--- config.mk ---
export PLATFORM = sky130hd
export DESIGN_NAME = multicycle_control_flat
export DESIGN_NICKNAME = d
export VERILOG_FILES = /design/src/rtl/multicycle_control.sv /design/src/rtl/multicycle_control_if.sv /design/src/flat_wrapper.sv
export SDC_FILE = /design/constraint.sdc
export NUM_CORES = 1
export LEC_CHECK = 0
export CAP_MARGIN = 20
export CORE_MARGIN = 2
export CORE_UTILIZATION = 40
export CTS_CLUSTER_SIZE = 20
export DETAILED_ROUTE_END_ITERATION = 10
export PLACE_DENSITY = 0.73
export SETUP_SLACK_MARGIN = 0.1
export SYNTH_ARGS = -nofsm -noshare
export SYNTH_HDL_FRONTEND = slang
export SYNTH_SLANG_ARGS = --single-unit
--- constraint.sdc ---
create_clock -name clk -period 3.2 [get_ports clk]
set_clock_uncertainty 0.15 [all_clocks]
set_input_delay 0.64 -clock clk [delete_from_list [all_inputs] [get_ports clk]]
set_output_delay 0.64 -clock clk [all_outputs]
set_load 0.01 [all_outputs]
--- src/rtl/multicycle_control.sv ---
// Multi-cycle RV32I control FSM over a shared instruction/data memory with a ready handshake.
package multicycle_control_pkg;
    localparam logic [3:0] ALU_ADD  = 4'd0;
    localparam logic [3:0] ALU_SUB  = 4'd1;
    localparam logic [3:0] ALU_SLL  = 4'd2;
    localparam logic [3:0] ALU_SLT  = 4'd3;
    localparam logic [3:0] ALU_SLTU = 4'd4;
    localparam logic [3:0] ALU_XOR  = 4'd5;
    localparam logic [3:0] ALU_SRL  = 4'd6;
    localparam logic [3:0] ALU_SRA  = 4'd7;
    localparam logic [3:0] ALU_OR   = 4'd8;
    localparam logic [3:0] ALU_AND  = 4'd9;
endpackage

module multicycle_control
    import multicycle_control_pkg::*;
#(
    parameter bit ENABLE_BRANCH = 1'b1,
    parameter bit ENABLE_JUMP   = 1'b1,
    parameter int RETIRE_W      = 32
) (
    input logic                  clk,
    input logic                  rst_n,
    multicycle_control_if.master bus
);
    typedef enum logic [3:0] {
        FETCH, DECODE, MEMADR, MEMREAD, MEMWB, MEMWRITE,
        EXECR, EXECI, ALUWB, BRANCH, JAL, TRAP
    } state_t;

    typedef struct packed {
        logic       mem_req;
        logic       mem_write;
        logic       adr_src;
        logic       ir_write;
        logic       pc_write;
        logic       reg_write;
        logic [1:0] alu_src_a;
        logic [1:0] alu_src_b;
        logic [1:0] result_src;
        logic [2:0] imm_src;
        logic [3:0] alu_control;
        logic       retire;
    } ctl_t;

    state_t              state_q, state_d;
    logic                illegal_q, illegal_d;
    logic [RETIRE_W-1:0] count_q, count_d;
    ctl_t                ctl, ctl_o;
    logic [3:0]          alu_op;
    logic                alu_bad;
    logic                is_store;

    assign is_store = (bus.opcode == 7'b0100011);

    // Shift encodings only accept funct7 0x00/0x20; anything else is trapped.
    always_comb begin
        alu_op  = ALU_ADD;
        alu_bad = 1'b0;
        case (bus.funct3)
            3'b000: if (state_q == EXECR && bus.funct7[5]) alu_op = ALU_SUB;
            3'b001: begin
                alu_op  = ALU_SLL;
                alu_bad = !(bus.funct7 == 7'h00 || bus.funct7 == 7'h20);
            end
            3'b010: alu_op = ALU_SLT;
            3'b011: alu_op = ALU_SLTU;
            3'b100: alu_op = ALU_XOR;
            3'b101: begin
                alu_op  = (bus.funct7 == 7'h20) ? ALU_SRA : ALU_SRL;
                alu_bad = !(bus.funct7 == 7'h00 || bus.funct7 == 7'h20);
            end
            3'b110: alu_op = ALU_OR;
            default: alu_op = ALU_AND;
        endcase
    end

    always_comb begin
        state_d = state_q;
        ctl     = '0;
        case (state_q)
            FETCH: begin
                ctl.mem_req     = 1'b1;
                ctl.alu_src_b   = 2'b10;
                ctl.alu_control = ALU_ADD;
                ctl.result_src  = 2'b10;
                if (bus.mem_ready) begin
                    ctl.ir_write = 1'b1;
                    ctl.pc_write = 1'b1;
                    state_d      = DECODE;
                end
            end
            DECODE: begin
                ctl.alu_src_a   = 2'b01;
                ctl.alu_src_b   = 2'b01;
                ctl.imm_src     = 3'b010;
                ctl.alu_control = ALU_ADD;
                case (bus.opcode)
                    7'b0000011, 7'b0100011: state_d = MEMADR;
                    7'b0110011:             state_d = EXECR;
                    7'b0010011:             state_d = EXECI;
                    7'b1100011:             state_d = ENABLE_BRANCH ? BRANCH : TRAP;
                    7'b1101111:             state_d = ENABLE_JUMP ? JAL : TRAP;
                    default:                state_d = TRAP;
                endcase
            end
            MEMADR: begin
                ctl.alu_src_a   = 2'b10;
                ctl.alu_src_b   = 2'b01;
                ctl.alu_control = ALU_ADD;
                ctl.imm_src     = is_store ? 3'b001 : 3'b000;
                state_d         = is_store ? MEMWRITE : MEMREAD;
            end
            MEMREAD: begin
                ctl.mem_req = 1'b1;
                ctl.adr_src = 1'b1;
                if (bus.mem_ready) state_d = MEMWB;
            end
            MEMWB: begin
                ctl.result_src = 2'b01;
                ctl.reg_write  = 1'b1;
                ctl.retire     = 1'b1;
                state_d        = FETCH;
            end
            MEMWRITE: begin
                ctl.mem_req   = 1'b1;
                ctl.mem_write = 1'b1;
                ctl.adr_src   = 1'b1;
                if (bus.mem_ready) begin
                    ctl.retire = 1'b1;
                    state_d    = FETCH;
                end
            end
            EXECR, EXECI: begin
                ctl.alu_src_a   = 2'b10;
                ctl.alu_src_b   = (state_q == EXECI) ? 2'b01 : 2'b00;
                ctl.alu_control = alu_op;
                state_d         = alu_bad ? TRAP : ALUWB;
            end
            ALUWB: begin
                ctl.reg_write = 1'b1;
                ctl.retire    = 1'b1;
                state_d       = FETCH;
            end
            BRANCH: begin
                ctl.alu_src_a   = 2'b10;
                ctl.alu_control = ALU_SUB;
                case (bus.funct3)
                    3'b000: begin
                        ctl.pc_write = bus.alu_zero;
                        ctl.retire   = 1'b1;
                        state_d      = FETCH;
                    end
                    3'b001: begin
                        ctl.pc_write = !bus.alu_zero;
                        ctl.retire   = 1'b1;
                        state_d      = FETCH;
                    end
                    default: state_d = TRAP;
                endcase
            end
            JAL: begin
                ctl.alu_src_a   = 2'b01;
                ctl.alu_src_b   = 2'b10;
                ctl.alu_control = ALU_ADD;
                ctl.imm_src     = 3'b011;
                ctl.pc_write    = 1'b1;
                state_d         = ALUWB;
            end
            TRAP:    state_d = TRAP;
            default: state_d = FETCH;
        endcase
    end

    assign illegal_d = illegal_q | (state_d == TRAP);
    assign count_d   = count_q + RETIRE_W'(ctl.retire);

    always_ff @(posedge clk or negedge rst_n) begin
        if (!rst_n) begin
            state_q   <= FETCH;
            illegal_q <= 1'b0;
            count_q   <= '0;
        end else begin
            state_q   <= state_d;
            illegal_q <= illegal_d;
            count_q   <= count_d;
        end
    end

    // FETCH decodes as mem_req=1 even in reset, so gate everything with rst_n.
    assign ctl_o = rst_n ? ctl : '0;

    assign bus.mem_req       = ctl_o.mem_req;
    assign bus.mem_write     = ctl_o.mem_write;
    assign bus.adr_src       = ctl_o.adr_src;
    assign bus.ir_write      = ctl_o.ir_write;
    assign bus.pc_write      = ctl_o.pc_write;
    assign bus.reg_write     = ctl_o.reg_write;
    assign bus.alu_src_a     = ctl_o.alu_src_a;
    assign bus.alu_src_b     = ctl_o.alu_src_b;
    assign bus.result_src    = ctl_o.result_src;
    assign bus.imm_src       = ctl_o.imm_src;
    assign bus.alu_control   = ctl_o.alu_control;
    assign bus.retire        = ctl_o.retire;
    assign bus.illegal       = illegal_q;
    assign bus.retired_count = count_q;
endmodule
--- src/rtl/multicycle_control_if.sv ---
// Controller <-> datapath/memory bundle: instruction fields and status in, every mux/enable out.
interface multicycle_control_if #(
    parameter int RETIRE_W = 32
);
    logic [6:0]          opcode;
    logic [2:0]          funct3;
    logic [6:0]          funct7;
    logic                alu_zero;
    logic                mem_ready;
    logic                mem_req;
    logic                mem_write;
    logic                adr_src;
    logic                ir_write;
    logic                pc_write;
    logic                reg_write;
    logic [1:0]          alu_src_a;
    logic [1:0]          alu_src_b;
    logic [1:0]          result_src;
    logic [2:0]          imm_src;
    logic [3:0]          alu_control;
    logic                illegal;
    logic                retire;
    logic [RETIRE_W-1:0] retired_count;

    modport master (
        input  opcode, funct3, funct7, alu_zero, mem_ready,
        output mem_req, mem_write, adr_src, ir_write, pc_write, reg_write,
               alu_src_a, alu_src_b, result_src, imm_src, alu_control,
               illegal, retire, retired_count
    );

    modport slave (
        output opcode, funct3, funct7, alu_zero, mem_ready,
        input  mem_req, mem_write, adr_src, ir_write, pc_write, reg_write,
               alu_src_a, alu_src_b, result_src, imm_src, alu_control,
               illegal, retire, retired_count
    );
endinterface

--- src/flat_wrapper.sv ---
// flat-port wrapper written by rule: the top's interface ports become plain ports
module multicycle_control_flat import multicycle_control_pkg::*;
#(
    parameter bit ENABLE_BRANCH = 1'b1,
    parameter bit ENABLE_JUMP   = 1'b1,
    parameter int RETIRE_W      = 32
)
  (clk, rst_n, bus_opcode, bus_funct3, bus_funct7, bus_alu_zero, bus_mem_ready, bus_mem_req, bus_mem_write, bus_adr_src, bus_ir_write, bus_pc_write, bus_reg_write, bus_alu_src_a, bus_alu_src_b, bus_result_src, bus_imm_src, bus_alu_control, bus_illegal, bus_retire, bus_retired_count);
  multicycle_control_if #(.RETIRE_W(RETIRE_W)) bus_i ();
  input logic clk;
  input logic rst_n;
  input wire logic [$bits(bus_i.opcode)-1:0] bus_opcode;
  input wire logic [$bits(bus_i.funct3)-1:0] bus_funct3;
  input wire logic [$bits(bus_i.funct7)-1:0] bus_funct7;
  input wire logic [$bits(bus_i.alu_zero)-1:0] bus_alu_zero;
  input wire logic [$bits(bus_i.mem_ready)-1:0] bus_mem_ready;
  output wire logic [$bits(bus_i.mem_req)-1:0] bus_mem_req;
  output wire logic [$bits(bus_i.mem_write)-1:0] bus_mem_write;
  output wire logic [$bits(bus_i.adr_src)-1:0] bus_adr_src;
  output wire logic [$bits(bus_i.ir_write)-1:0] bus_ir_write;
  output wire logic [$bits(bus_i.pc_write)-1:0] bus_pc_write;
  output wire logic [$bits(bus_i.reg_write)-1:0] bus_reg_write;
  output wire logic [$bits(bus_i.alu_src_a)-1:0] bus_alu_src_a;
  output wire logic [$bits(bus_i.alu_src_b)-1:0] bus_alu_src_b;
  output wire logic [$bits(bus_i.result_src)-1:0] bus_result_src;
  output wire logic [$bits(bus_i.imm_src)-1:0] bus_imm_src;
  output wire logic [$bits(bus_i.alu_control)-1:0] bus_alu_control;
  output wire logic [$bits(bus_i.illegal)-1:0] bus_illegal;
  output wire logic [$bits(bus_i.retire)-1:0] bus_retire;
  output wire logic [$bits(bus_i.retired_count)-1:0] bus_retired_count;
  assign bus_i.opcode = bus_opcode;
  assign bus_i.funct3 = bus_funct3;
  assign bus_i.funct7 = bus_funct7;
  assign bus_i.alu_zero = bus_alu_zero;
  assign bus_i.mem_ready = bus_mem_ready;
  assign bus_mem_req = bus_i.mem_req;
  assign bus_mem_write = bus_i.mem_write;
  assign bus_adr_src = bus_i.adr_src;
  assign bus_ir_write = bus_i.ir_write;
  assign bus_pc_write = bus_i.pc_write;
  assign bus_reg_write = bus_i.reg_write;
  assign bus_alu_src_a = bus_i.alu_src_a;
  assign bus_alu_src_b = bus_i.alu_src_b;
  assign bus_result_src = bus_i.result_src;
  assign bus_imm_src = bus_i.imm_src;
  assign bus_alu_control = bus_i.alu_control;
  assign bus_illegal = bus_i.illegal;
  assign bus_retire = bus_i.retire;
  assign bus_retired_count = bus_i.retired_count;
  multicycle_control #(.ENABLE_BRANCH(ENABLE_BRANCH), .ENABLE_JUMP(ENABLE_JUMP), .RETIRE_W(RETIRE_W)) u_core (.clk(clk), .rst_n(rst_n), .bus(bus_i));
endmodule
# Word-level counts from Yosys, hierarchy flattened
# Index checks and enable logic that the tools add are counted.
dict set report totals {
  regBits 37
  latchBits 0
  mem_bits_rw 0
  romBits 0
  out_inout_bits 53
  word_cells 79
  n_memories 0
}
dict set report op_classes {
  n_addsub 1
  n_mul 0
  div_mod_pow 0
  magnitude_cmp 0
  eq_ne 25
  n_shift 0
  mux 31
  bitwise 1
  n_reduce_logical 18
}
# operator n
set op_table {}
lappend op_table {{4-bit case mux with 9 select lines} 1}
lappend op_table {{32-bit by 1-bit adder with 32-bit output} 1}
lappend op_table {{4-bit case mux with 7 select lines} 1}
lappend op_table {{7-bit by 6-bit == test with 1-bit output, second input constant} 3}
lappend op_table {{4-bit == test, second input constant} 5}
lappend op_table {{20-bit 2-to-1 mux} 1}
lappend op_table {{4-bit case mux with 5 select lines} 1}
lappend op_table {{2-bit OR reduction} 9}
lappend op_table {{4-bit by 3-bit == test with 1-bit output, second input constant} 4}
lappend op_table {{4-bit 2-to-1 mux} 4}
lappend op_table {{7-bit == test, second input constant} 2}
lappend op_table {{1-bit 2-to-1 mux} 12}
lappend op_table {{3-bit == test, second input constant} 3}
lappend op_table {{3-bit case mux with 3 select lines} 1}
lappend op_table {{4-bit by 2-bit == test with 1-bit output, second input constant} 2}
lappend op_table {{2-bit case mux with 2 select lines} 2}
lappend op_table {{4-bit case mux with 2 select lines} 1}
lappend op_table {{7-bit by 2-bit == test with 1-bit output, second input constant} 1}
lappend op_table {{7-bit by 5-bit == test with 1-bit output, second input constant} 1}
lappend op_table {{7-bit logical NOT} 1}
lappend op_table {{3-bit by 2-bit == test with 1-bit output, second input constant} 2}
lappend op_table {{1-bit case mux with 3 select lines} 2}
lappend op_table {{2-bit case mux with 3 select lines} 1}
lappend op_table {{4-bit by 1-bit == test with 1-bit output, second input constant} 1}
lappend op_table {{other kinds (12)} 14}

# Longest topological paths before layout
# Gate-level depths: netlist of run 1.
dict set report logic_depth {
  ltp_word 8
  ltp_mapped 10
}

# Least setup slack after synthesis of run 1
# No wires, ideal clock.
dict set report synth_timing {
  path_kind {input-to-reg}
  from {input bus_funct3[2]}
  to {register u_core.count_q[26] (netlist: u_core.bus.retired_count[26])}
  setup_ns 0.125
  t_arrival_ns 2.422
  required_time_ns 2.925
  path_slack_ns 0.503
  cell_stages 10
  path_buffers 1
  path_cell_list {clkbuf_1 nor2_1 o21ai_0 a211oi_1 ha_1 ha_1 nand3_2 nor3_2 nand4_1 xnor2_1}
}
dict set report synth_between {
  elab_chain_cells 5
}
# item line
set synth_lines {}
lappend synth_lines {{start: declaration} flat_wrapper.sv:13} ;# input wire logic [$bits(bus_i.funct3)-1:0] bus_funct3;
lappend synth_lines {{3-bit by 1-bit == test with 1-bit output or 3-bit logical NOT (tied branches)} multicycle_control.sv:148} ;# case (bus.funct3)
lappend synth_lines {{2-bit OR reduction (no source line) (*)} --}
lappend synth_lines {{1-bit 2-to-1 mux (*)} multicycle_control.sv:148}
lappend synth_lines {{1-bit case mux with 3 select lines (*)} multicycle_control.sv:81} ;# case (state_q)
lappend synth_lines {{32-bit by 1-bit adder with 32-bit output (*)} multicycle_control.sv:176} ;# assign count_d = count_q + RETIRE_W'(ctl.retire);
lappend synth_lines {{net u_core.count_d[26]} multicycle_control.sv:48} ;# logic [RETIRE_W-1:0] count_q, count_d;
lappend synth_lines {{end signal: assignment} multicycle_control.sv:186} ;# count_q <= count_d;
lappend synth_lines {{end: declaration} multicycle_control.sv:48}
# Mark *: on every way through the listed nets, which the timed path passes. The rest lies on a longest branch.

# Worst setup path in the final report of run 1
dict set report layout_timing {
  from {input bus_funct3[2]}
  to {output bus_alu_control[2]}
}
dict set report layout_between {
  elab_chain_cells 4
}
# item line
set layout_lines {}
lappend layout_lines {{3-bit == test (tied with other cells)} multicycle_control.sv:60} ;# case (bus.funct3)
lappend layout_lines {{4-bit case mux with 7 select lines (*)} multicycle_control.sv:60}
lappend layout_lines {{4-bit case mux with 2 select lines (*)} multicycle_control.sv:81}
lappend layout_lines {{20-bit 2-to-1 mux (*)} multicycle_control.sv:191} ;# assign ctl_o = rst_n ? ctl : '0;
lappend layout_lines {{end: declaration} flat_wrapper.sv:27} ;# output wire logic [$bits(bus_i.alu_control)-1:0] bus_alu_control;
# Every way passes the cells marked *; elsewhere a longest branch is shown, timed or not.

==> impl_metrics.csv, run 1 <==
group,metric,value,unit
routing,drt_iter0_markers,76,
logic_synthesis,synthMostInstantiatedCell,"dfrtp_1",
logic_synthesis,avgSynthCellArea,9.62,um^2
routing,drc,0,
final_layout,final_core_util,58.2,%
power_and_ir_drop,switching_share,22.5,%
die,core,5470,um^2
setup_path,crit_slowest_cell,"clkdlybuf4s50_1",
setup_path,path_max_fanout,6,
power_and_ir_drop,p_comb_share,7.4,%
logic_synthesis,syn_area,2250,um^2
logic_synthesis,syn_inst,234,
logic_synthesis,ys_ff_latch,37,
logic_synthesis,async_flop_share,100,%
routing,via_count,1962,
global_routing,grt_pass1_wl,8610,um
power_and_ir_drop,seq_power_share,55.6,%
global_routing,grt_usage,17.5,%
routing,drtPass1Iterations,4,
power_and_ir_drop,intPower,652,uW
logic_synthesis,synth_area_leaders,"dfrtp_1 (41%), xnor2_1 (9.3%), xor2_1 (4.7%)",
logic_synthesis,synth_common_cells,"dfrtp_1 (37), xnor2_1 (24), nand2_1 (23), nor2_1 (19), xor2_1 (12)",
die,die-width,79.0,um
die,dieArea,6240,um^2
logic_synthesis,synth_enable_flop_cells,0,
clock_tree,htreeDepth,2,
worst_hold_path,min_from,"u_core.bus.retired_count[31]",
timing,fmax,333,MHz
timing,tns,0,ns
run,drv_cap,0,
power_and_ir_drop,power_frac_clock,37.0,%
timing,rsz0062_at_grt,"no",
logic_synthesis,syn_nets,257,
logic_synthesis,synth-main-ff-cell,"dfrtp_1",
setup_path,worstSetupStartpointType,"input pin",
logic_synthesis,synth_top_area_share,41.1,%
setup_path,arrival,2.21,ns
clock_tree,root_buffer,"clkbuf_8",
logic_synthesis,yosysSeqAreaShare,41.1,%
global_routing,antenna_found_initial,0,
clock_tree,clk_pin_slew,0.07,ns
timing,finalCritPeriodShare,93.7,%
final_layout,fillCellCount,515,
timing,hold_viol_final,0,
timing,fin_crit,3.00,ns
routing,avgViaCountPerCell,5.07,
global_routing,grt_pass1_vias,1891,
setup_path,critPathRequiredTime,2.41,ns
routing,drtAntennaViolNets,0,
placed_design,place.gp.congestion,0.827,
logic_synthesis,synth_top_area_cell,"dfrtp_1",
placed_design,numPortBuffers,72,
clock_tree,cts_setup_buffers,0,
clock_tree,cts_tree,"built",
setup_path,r2r_start,"u_core.state_q[2]",
final_layout,fin_nets,337,
final_layout,final_layout_size_suffix_gt1_share,13.0,%
setup_path,rr_worst_depth,9,
clock_tree,cts_buffer_depth,2,
routing,drt-wirelength-per-cell,13.3,um
setup_path,crit_path_cell_trace,"clkdlybuf4s50_1, buf_4, mux2_2, nor2_1, clkdlybuf4s50_1",
final_layout,antenna_cells,0,
die,num_rows,27,
global_routing,grt_max_degree,40,
setup_path,critPathKind,"input pin to output pin",
placed_design,hpwl,3920,um
worst_hold_path,hp-class,"flip-flop to flip-flop",
logic_synthesis,yosysWarnings,0,
logic_synthesis,synth_cell_types,49,
setup_path,critPathMaxStageDelay,0.54,ns
clock_tree,clk_latency,0.29,ns
setup_path,critPathCaptureType,"output pin",
clock_tree,cts_made_buffers,5,
clock_tree,cts.sinks,37,
timing,slew_viol_final,0,
die,die_y,79.0,um
final_layout,areaGrowthSynthToFinish,41.5,%
power_and_ir_drop,powerDensity,264,nW/um^2
die,num_io_pins,74,
routing,routed_wl,5150,um
run_status,status,"finished, final reports clean",
power_and_ir_drop,power_leakage,0.00142,uW
worst_hold_path,holdPathStages,1,
power_and_ir_drop,vdd_drop_max,137,uV
global_routing,overflow,0,
setup_path,crit_top_cell,"clkdlybuf4s50_1",
setup_path,crit_start,"bus_funct3[2]",
timing,finalSetupViolCount,0,
power_and_ir_drop,switching_power,189,uW
die,initial_utilization,41.1,%
stage by stage:
step	worst slack (ns)	instance area, um^2	total power (uW)	instances	hold slack, ns
after floorplan	0.503	2250	494	234	0.194
after global placement	0.0211	3080	539	379	0.311
after detailed placement	-0.00646	3080	540	379	0.311
after CTS	0.143	3170	853	387	0.326
after global routing	0.105	3190	886	387	0.351
final	0.201	3190	841	387	0.322
cell families after synthesis:
group	synth area share [%]
and+or+nand+nor	32.0
DFF	41.1
xor gates and xnor gates	14.0
AOI/OAI and AO/OA	7.67
buffers and inverters	3.39
adders and majority gates	1.11
other	0.167
muxes	0.500
state kept, by name, indices dropped and copies added, names as in the netlist:
| name | flops |
|---|---|
| u_core.state_q | 4 |
| u_core.bus.retired_count | 32 |
| u_core.bus.illegal | 1 |
critical path: cells and delay by family:
kind	cells	cell delay, ns
multiplexers	1	0.33
AND/OR/NAND/NOR	1	0.08
buffers and inverters	3	1.15
cell usage in the layout, fill, tap and decap left out, types with 3 or more instances in the layout:
cell / count
clkdlybuf4s50_1: 67
dfrtp_1: 34
xnor2_1: 24
nand2_1: 23
nor2_1: 19
xor2_1: 12
nand3_1: 11
buf_4: 11
and3_1: 10
nand2b_1: 6
o21ai_0: 6
nand4_1: 6
inv_1: 5
a21oi_1: 5
clkbuf_8: 5
nor2b_1: 4
and4_1: 3
nand4_4: 3
nand3_2: 3
and2_1: 3
a22oi_1: 3
o21a_1: 3
nor3b_1: 3
nor3_1: 3
dfrtp_2: 3
final timing paths:
path	to	slack (ns)
min in group asynchronous	u_core.bus.retired_count[6]	0.35
worst min register to register	u_core.bus.retired_count[31]	0.32
worst max-delay path	bus_alu_control[2]	0.20
worst max register to register	u_core.bus.retired_count[26]	0.74
worst min-delay path	u_core.bus.retired_count[31]	0.32
max in group asynchronous	u_core.state_q[0]	2.20
per-layer routing:
layer	vias to the layer above	share of wire (%)	global-route usage, %
li1	978	-	-
met4	0	1.5	7.24
met3	5	5.1	3.30
met1	919	43	21.4
met5	-	0	0
met2	60	51	30.1
power groups by stage:
| stage | combinational [uW] | sequential [uW] | clock [uW] |
|---|---|---|---|
| final | 62.5 | 467 | 311 |
| after global routing | 70.0 | 467 | 349 |
| after CTS | 63.6 | 467 | 322 |
| after detailed placement | 63.3 | 476 | 0 |
| after global placement | 62.3 | 476 | 0 |
| after floorplan | 17.8 | 477 | 0 |
final cells by class:
cell class / instances / area (um^2) / area share (%)
Clock buffer: 6 / 72.6 / 2.28
Clock inverter: 2 / 10.0 / 0.314
Inverter: 5 / 18.8 / 0.589
Multi-Input combinational cell: 182 / 1260 / 39.7
Sequential cell: 37 / 930 / 29.2
Tap cell: 72 / 90.1 / 2.83
Timing Repair Buffer: 83 / 801 / 25.1
what timing repair did:
item                                    in CTS  in global routing
hold buffers                                 0                  0
resized for setup                            3                  7
endpoints found under the setup margin       2                  5
pin swaps                                    1                  0
(Power assumes the default switching activity.)
==> run 2, diff against run 1 <==
ABC_AREA = 1   (was unset)
SLEW_MARGIN = 0   (was unset)
==> impl_metrics.csv, run 2 <==
group,metric,value,unit
run_status,status,"finished, final reports clean",
placed_design,placedInstanceArea,3130,um^2
global_routing,overflow,0,
final_layout,final_layout_size_suffix_gt1_share,7.73,%
placed_design,place.gp.congestion,0.910,
power_and_ir_drop,power_leakage,0.00154,uW
logic_synthesis,synth_compound_area_share,5.34,%
setup_path,r2r_end,"u_core.bus.retired_count[28]",
die,dieArea,6360,um^2
power_and_ir_drop,powerDensity,473,nW/um^2
routing,avgViaCountPerCell,4.89,
logic_synthesis,synth_top_family_by_area,"simple AND/OR/NAND/NOR gates",
timing,rsz0062_at_grt,"yes",
final_layout,mostFrequentLayoutCell,"nand2_1",
global_routing,antenna_found_initial,0,
power_and_ir_drop,vdd_drop_max,392,uV
global_routing,grt_usage,18.9,%
die,num_rows,27,
final_layout,stdcell_area,3260,um^2
logic_synthesis,async_flop_share,100,%
logic_synthesis,synth_cell_types,28,
timing,setup_slack,0.209,ns
logic_synthesis,synthMostInstantiatedCell,"nand2_1",
logic_synthesis,synthAdderAreaFrac,1.09,%
logic_synthesis,synth_enable_flop_cells,0,
final_layout,fin_nets,424,
clock_tree,cts.sinks,37,
logic_synthesis,synth_top_area_cell,"dfrtp_1",
die,initial_utilization,41.4,%
final_layout,layout_common_cells,"nand2_1 (73), clkdlybuf4s50_1 (66), nor2_1 (51)",
logic_synthesis,avgSynthCellArea,7.26,um^2
logic_synthesis,synthMuxAreaShare,0,%
setup_path,crit_end,"bus_alu_control[1]",
clock_tree,htreeDepth,2,
clock_tree,root_buffer,"clkbuf_8",
clock_tree,clk_pin_slew,0.07,ns
logic_synthesis,yosysWarnings,0,
die,die-width,79.7,um
routing,routed_wl,5700,um
die,num_io_pins,74,
setup_path,path_max_fanout,3,
global_routing,grt_pass1_vias,2116,
routing,drc,0,
final_layout,largest_register_ffs,32,
timing,fin_crit,2.99,ns
setup_path,r2r_start,"u_core.state_q[2]",
timing,hold_viol_final,0,
setup_path,critPathCaptureType,"output pin",
timing,fmax,334,MHz
routing,drtAntennaViolNets,0,
run,drv_cap,0,
logic_synthesis,yosysSeqAreaShare,40.3,%
setup_path,rr_worst_depth,15,
logic_synthesis,synth_top_area_share,40.3,%
setup_path,crit_start,"bus_funct3[1]",
setup_path,critPathKind,"input pin to output pin",
logic_synthesis,ys_ff_latch,37,
logic_synthesis,syn_area,2290,um^2
setup_path,critPathRequiredTime,2.41,ns
die,die_y,79.7,um
final_layout,antenna_cells,0,
final_layout,areaGrowthSynthToFinish,42.3,%
routing,drtPass1Iterations,4,
setup_path,worstSetupStartpointType,"input pin",
global_routing,grt_max_degree,39,
placed_design,hpwl,4530,um
logic_synthesis,synth_area_leaders,"dfrtp_1 (40%), nand2_1 (12%), nor2_1 (9.2%)",
placed_design,pre_cts_slack,-0.00472,ns
routing,drt-wirelength-per-cell,12.0,um
logic_synthesis,syn_inst,316,
clock_tree,cts_buffer_depth,2,
logic_synthesis,synth_common_cells,"nand2_1 (73), nor2_1 (56), inv_1 (42), dfrtp_1 (37), nand3_1 (23)",
logic_synthesis,synth_xor_area_share,10.7,%
clock_tree,cts_tree,"built",
logic_synthesis,synth-simple-area-share,35.0,%
clock_tree,cts_hold_buf,0,
final_layout,fillCellCount,525,
timing,slew_viol_final,0,
clock_tree,clk_latency,0.29,ns
global_routing,grt_pass1_wl,9440,um
logic_synthesis,synth-main-ff-cell,"dfrtp_1",
routing,via_count,2315,
routing,drt_iter0_markers,103,
timing,finalCritPeriodShare,93.5,%
worst_hold_path,hp-class,"input pin to asynchronous set/reset pin",
die,core,5540,um^2
timing,finalSetupViolCount,0,
placed_design,numPortBuffers,72,
clock_tree,cts_made_buffers,5,
setup_path,arrival,2.20,ns
logic_synthesis,syn_nets,339,
setup_path,ff2ff_setup_slack,0.41,ns
## run 2: logic make-up (layout without fill, tap and decap cells)
group / count (synthesis) / after routing
fa+ha+maj: 2 / 2
other cells: 1 / 1
buf+inv: 44 / 129
compound gates: 21 / 21
xor+xnor: 28 / 28
flops: 37 / 37
simple gates: 183 / 183
## run 2: worst max-delay path, cell delays in order
cell             delay, ns
clkdlybuf4s50_1       0.51
inv_1                 0.09
nor2_2                0.12
nand2_1               0.09
a21oi_1               0.18
clkdlybuf4s50_1       0.56
## run 2: repair_timing
action                     CTS  global route
cloned                       0             0
pin swaps                    0             2
setup endpoints to repair    4             9
gates resized for setup      4             8
buffers inserted             0             2
## run 2: worst min-delay path by stage
| stage | endpoint | slack, ns | depth (start not counted) | start |
|---|---|---|---|---|
| after floorplan | u_core.bus.illegal | 0.19 | 0 | rst_n |
| after global placement | u_core.bus.retired_count[31] | 0.31 | 1 | u_core.bus.retired_count[31] |
| after detailed placement | u_core.bus.illegal | 0.31 | 2 | u_core.bus.illegal |
| after CTS | u_core.bus.retired_count[7] | 0.29 | 2 | rst_n |
| after global routing | u_core.bus.retired_count[18] | 0.33 | 2 | rst_n |
| final | u_core.bus.retired_count[18] | 0.28 | 2 | rst_n |
## run 2: layout make-up
type | instances | area (um^2) | share of cell area (%)
tap | 72 | 90.1 | 2.76
timing repair buffer | 80 | 781 | 23.9
multi-input combinational | 235 | 1220 | 37.5
clock buffer | 7 | 86.3 | 2.64
sequential | 37 | 926 | 28.4
inverter | 42 | 158 | 4.83
## run 2: metal layers
metal	global-route usage [%]	wire [um]	part of all wire (%)
met3	4.19	357	6.3
met5	0	0	0
met4	7.29	62	1.1
met1	24.8	2560	45
met2	30.3	2720	48
## run 2: stage by stage
| stage | total power (uW) | hold slack, ns | TNS (ns) | util [%] | std cells |
|---|---|---|---|---|---|
| after global placement | 1190 | 0.308 | 0 | 56.6 | 464 |
| after global routing | 1650 | 0.328 | 0 | 58.9 | 473 |
| after CTS | 1520 | 0.292 | 0 | 58.3 | 471 |
| after floorplan | 907 | 0.194 | 0 | - | 316 |
| after detailed placement | 1190 | 0.312 | -0.00472 | 56.6 | 464 |
| final | 1540 | 0.275 | 0 | 58.9 | 473 |
## run 2: power breakdown
part	total (uW)	leakage [uW]	switching, uW	internal [uW]
registers	590	0.000463	64.8	525
logic	626	0.00103	337	290
clock network	328	0.0000443	157	171
==> edit: new RTL, settings of run 1 <==
`RETIRE_W` is set to 32 in 3 places; all go to 64.
--- a/src/rtl/multicycle_control.sv
+++ b/src/rtl/multicycle_control.sv
@@ -18,5 +18,5 @@
     parameter bit ENABLE_BRANCH = 1'b1,
     parameter bit ENABLE_JUMP   = 1'b1,
-    parameter int RETIRE_W      = 32
+    parameter int RETIRE_W      = 64
 ) (
     input logic                  clk,
--- a/src/rtl/multicycle_control_if.sv
+++ b/src/rtl/multicycle_control_if.sv
@@ -1,5 +1,5 @@
 // Controller <-> datapath/memory bundle: instruction fields and status in, every mux/enable out.
 interface multicycle_control_if #(
-    parameter int RETIRE_W = 32
+    parameter int RETIRE_W = 64
 );
     logic [6:0]          opcode;
--- a/src/flat_wrapper.sv
+++ b/src/flat_wrapper.sv
@@ -4,5 +4,5 @@
     parameter bit ENABLE_BRANCH = 1'b1,
     parameter bit ENABLE_JUMP   = 1'b1,
-    parameter int RETIRE_W      = 32
+    parameter int RETIRE_W      = 64
 )
   (clk, rst_n, bus_opcode, bus_funct3, bus_funct7, bus_alu_zero, bus_mem_ready, bus_mem_req, bus_mem_write, bus_adr_src, bus_ir_write, bus_pc_write, bus_reg_write, bus_alu_src_a, bus_alu_src_b, bus_result_src, bus_imm_src, bus_alu_control, bus_illegal, bus_retire, bus_retired_count);
Ports: changed (resized bus_retired_count); port bits go from 74 to 106. No check against the original RTL was run, so the function may have changed too.
==> edit against run 1 <==
- sequential share of layout area rose by 3.4 points
- count of clock-buffer cells in the layout rose by 5
- worst hold slack worse by 0.28 ns
- power grew to 3.0 times the old value
- critical path depth up 1
- critical path type unchanged
- setup slack worse by 0.012 ns
- sequential cell count rose by 32
- routed wire length is 85% higher
- synthesized area increased by 63%
- final area rose by 66%
==> edit: results (changes against run 1) <==
[place]
hpwl_mm=6.95  ; +77%
port_buffers=104  ; +44%
dp_slack_ns=-0.279  ; -0.272 ns
gp_congestion=0.805  ; -2.6%

[grt]
grt_pass1_wl_mm=15.5  ; +80%
grt_max_degree=43  ; +7.5%
met1_usage_pct=26.7  ; +5.2 points
track_usage_pct=19.3  ; +1.9 points
grt_pass1_vias=3236  ; +71%

[synthesis]
yosysSeqAreaShare_pct=47.0  ; +5.9 points
yosys_register_bits=69  ; +86%
synth.distinct_cells=51  ; +4.1%

[layout]
num-nonclk-buffers=138  ; +66%
clock_cell_area_share_pct=3.75  ; +1.2 points
largest_register_ffs=64  ; +100%
seqCellArea_mm2=0.00173  ; +86%
area_share_nonclk_buffers_pct=24.5  ; -0.63 points
multi_input_cells=287  ; +58%
nets=535  ; +59%
inv_count=7  ; +2
multi_input_area_mm2=0.00191  ; +51%

[power]
vdd_drop_max_mv=0.334  ; +140%
p_int_w=0.00171  ; +160%
leakage_nw=2.35  ; +66%

[worst_setup_path]
startpoint=bus_funct3[0]
rr_endpoint=u_core.bus.retired_count[50]
rrSetupSlack_ns=0.36  ; -0.38 ns

[run_status]
status=completed

[drt]
wl_per_cell_um=15.2  ; +15%
dr_wl_met2_mm=4.52  ; +73%
wl_met3_um=505  ; +92%
dr.first_iter.drc_count=99  ; +30%
wl_met1_mm=4.37  ; +99%

## edit: changes by cell type after synthesis, sizes merged, moves of 5 or more
cell and change:
xor2 +15, dfrtp +32, nand2 +18, nor2 +8, xnor2 +16, clkbuf +8
nor3 +13, nand3 +11, and4 +5, nand4 +11, nor4 +8
## edit: cells by family (layout without fill, tap and decap cells)
kind of cell	after synthesis	after routing	synth area share, %
buf+inv	22	160	2.42
xor+xnor	67	67	16.0
mux	2	2	0.579
flops	69	69	47.0
other cells	1	1	0.102
compound gates	27	27	5.11
fa+ha+maj	2	2	0.681
simple gates	188	188	28.1
## edit: worst min-delay path by stage
stage	start	to	depth (start not counted)
finish	rst_n	u_core.bus.retired_count[0]	2
detailed placement	u_core.bus.retired_count[63]	u_core.bus.retired_count[63]	1
global route	rst_n	u_core.bus.retired_count[0]	2
global placement	u_core.bus.retired_count[63]	u_core.bus.retired_count[63]	1
CTS	rst_n	u_core.bus.retired_count[0]	2
floorplan	rst_n	u_core.bus.illegal	0
## edit: stage by stage
stage          area, um2  power, W  hold WS, ns
5_1_grt             5300   0.00268       0.0345
3_3_place_gp        5000   0.00177        0.321
3_5_place_dp        5000   0.00179        0.317
6_report            5300   0.00252       0.0449
4_1_cts             5210   0.00251       0.0326
2_1_floorplan       3670   0.00144        0.194
## edit: timing repair
action	4_1_cts	5_1_grt
gates cloned	0	1
hold buffers	0	0
pin swaps	1	5
setup endpoints to repair	5	16
resized for setup	5	16
buffers inserted	0	4
## edit: power groups by stage
stage                     registers, W  logic [W]  clock network [W]
after floorplan                0.00100   0.000438                  0
after global placement         0.00104   0.000738                  0
after detailed placement       0.00104   0.000746                  0
after CTS                      0.00103   0.000755           0.000729
after global routing           0.00105   0.000853           0.000775
final                          0.00103   0.000775           0.000716
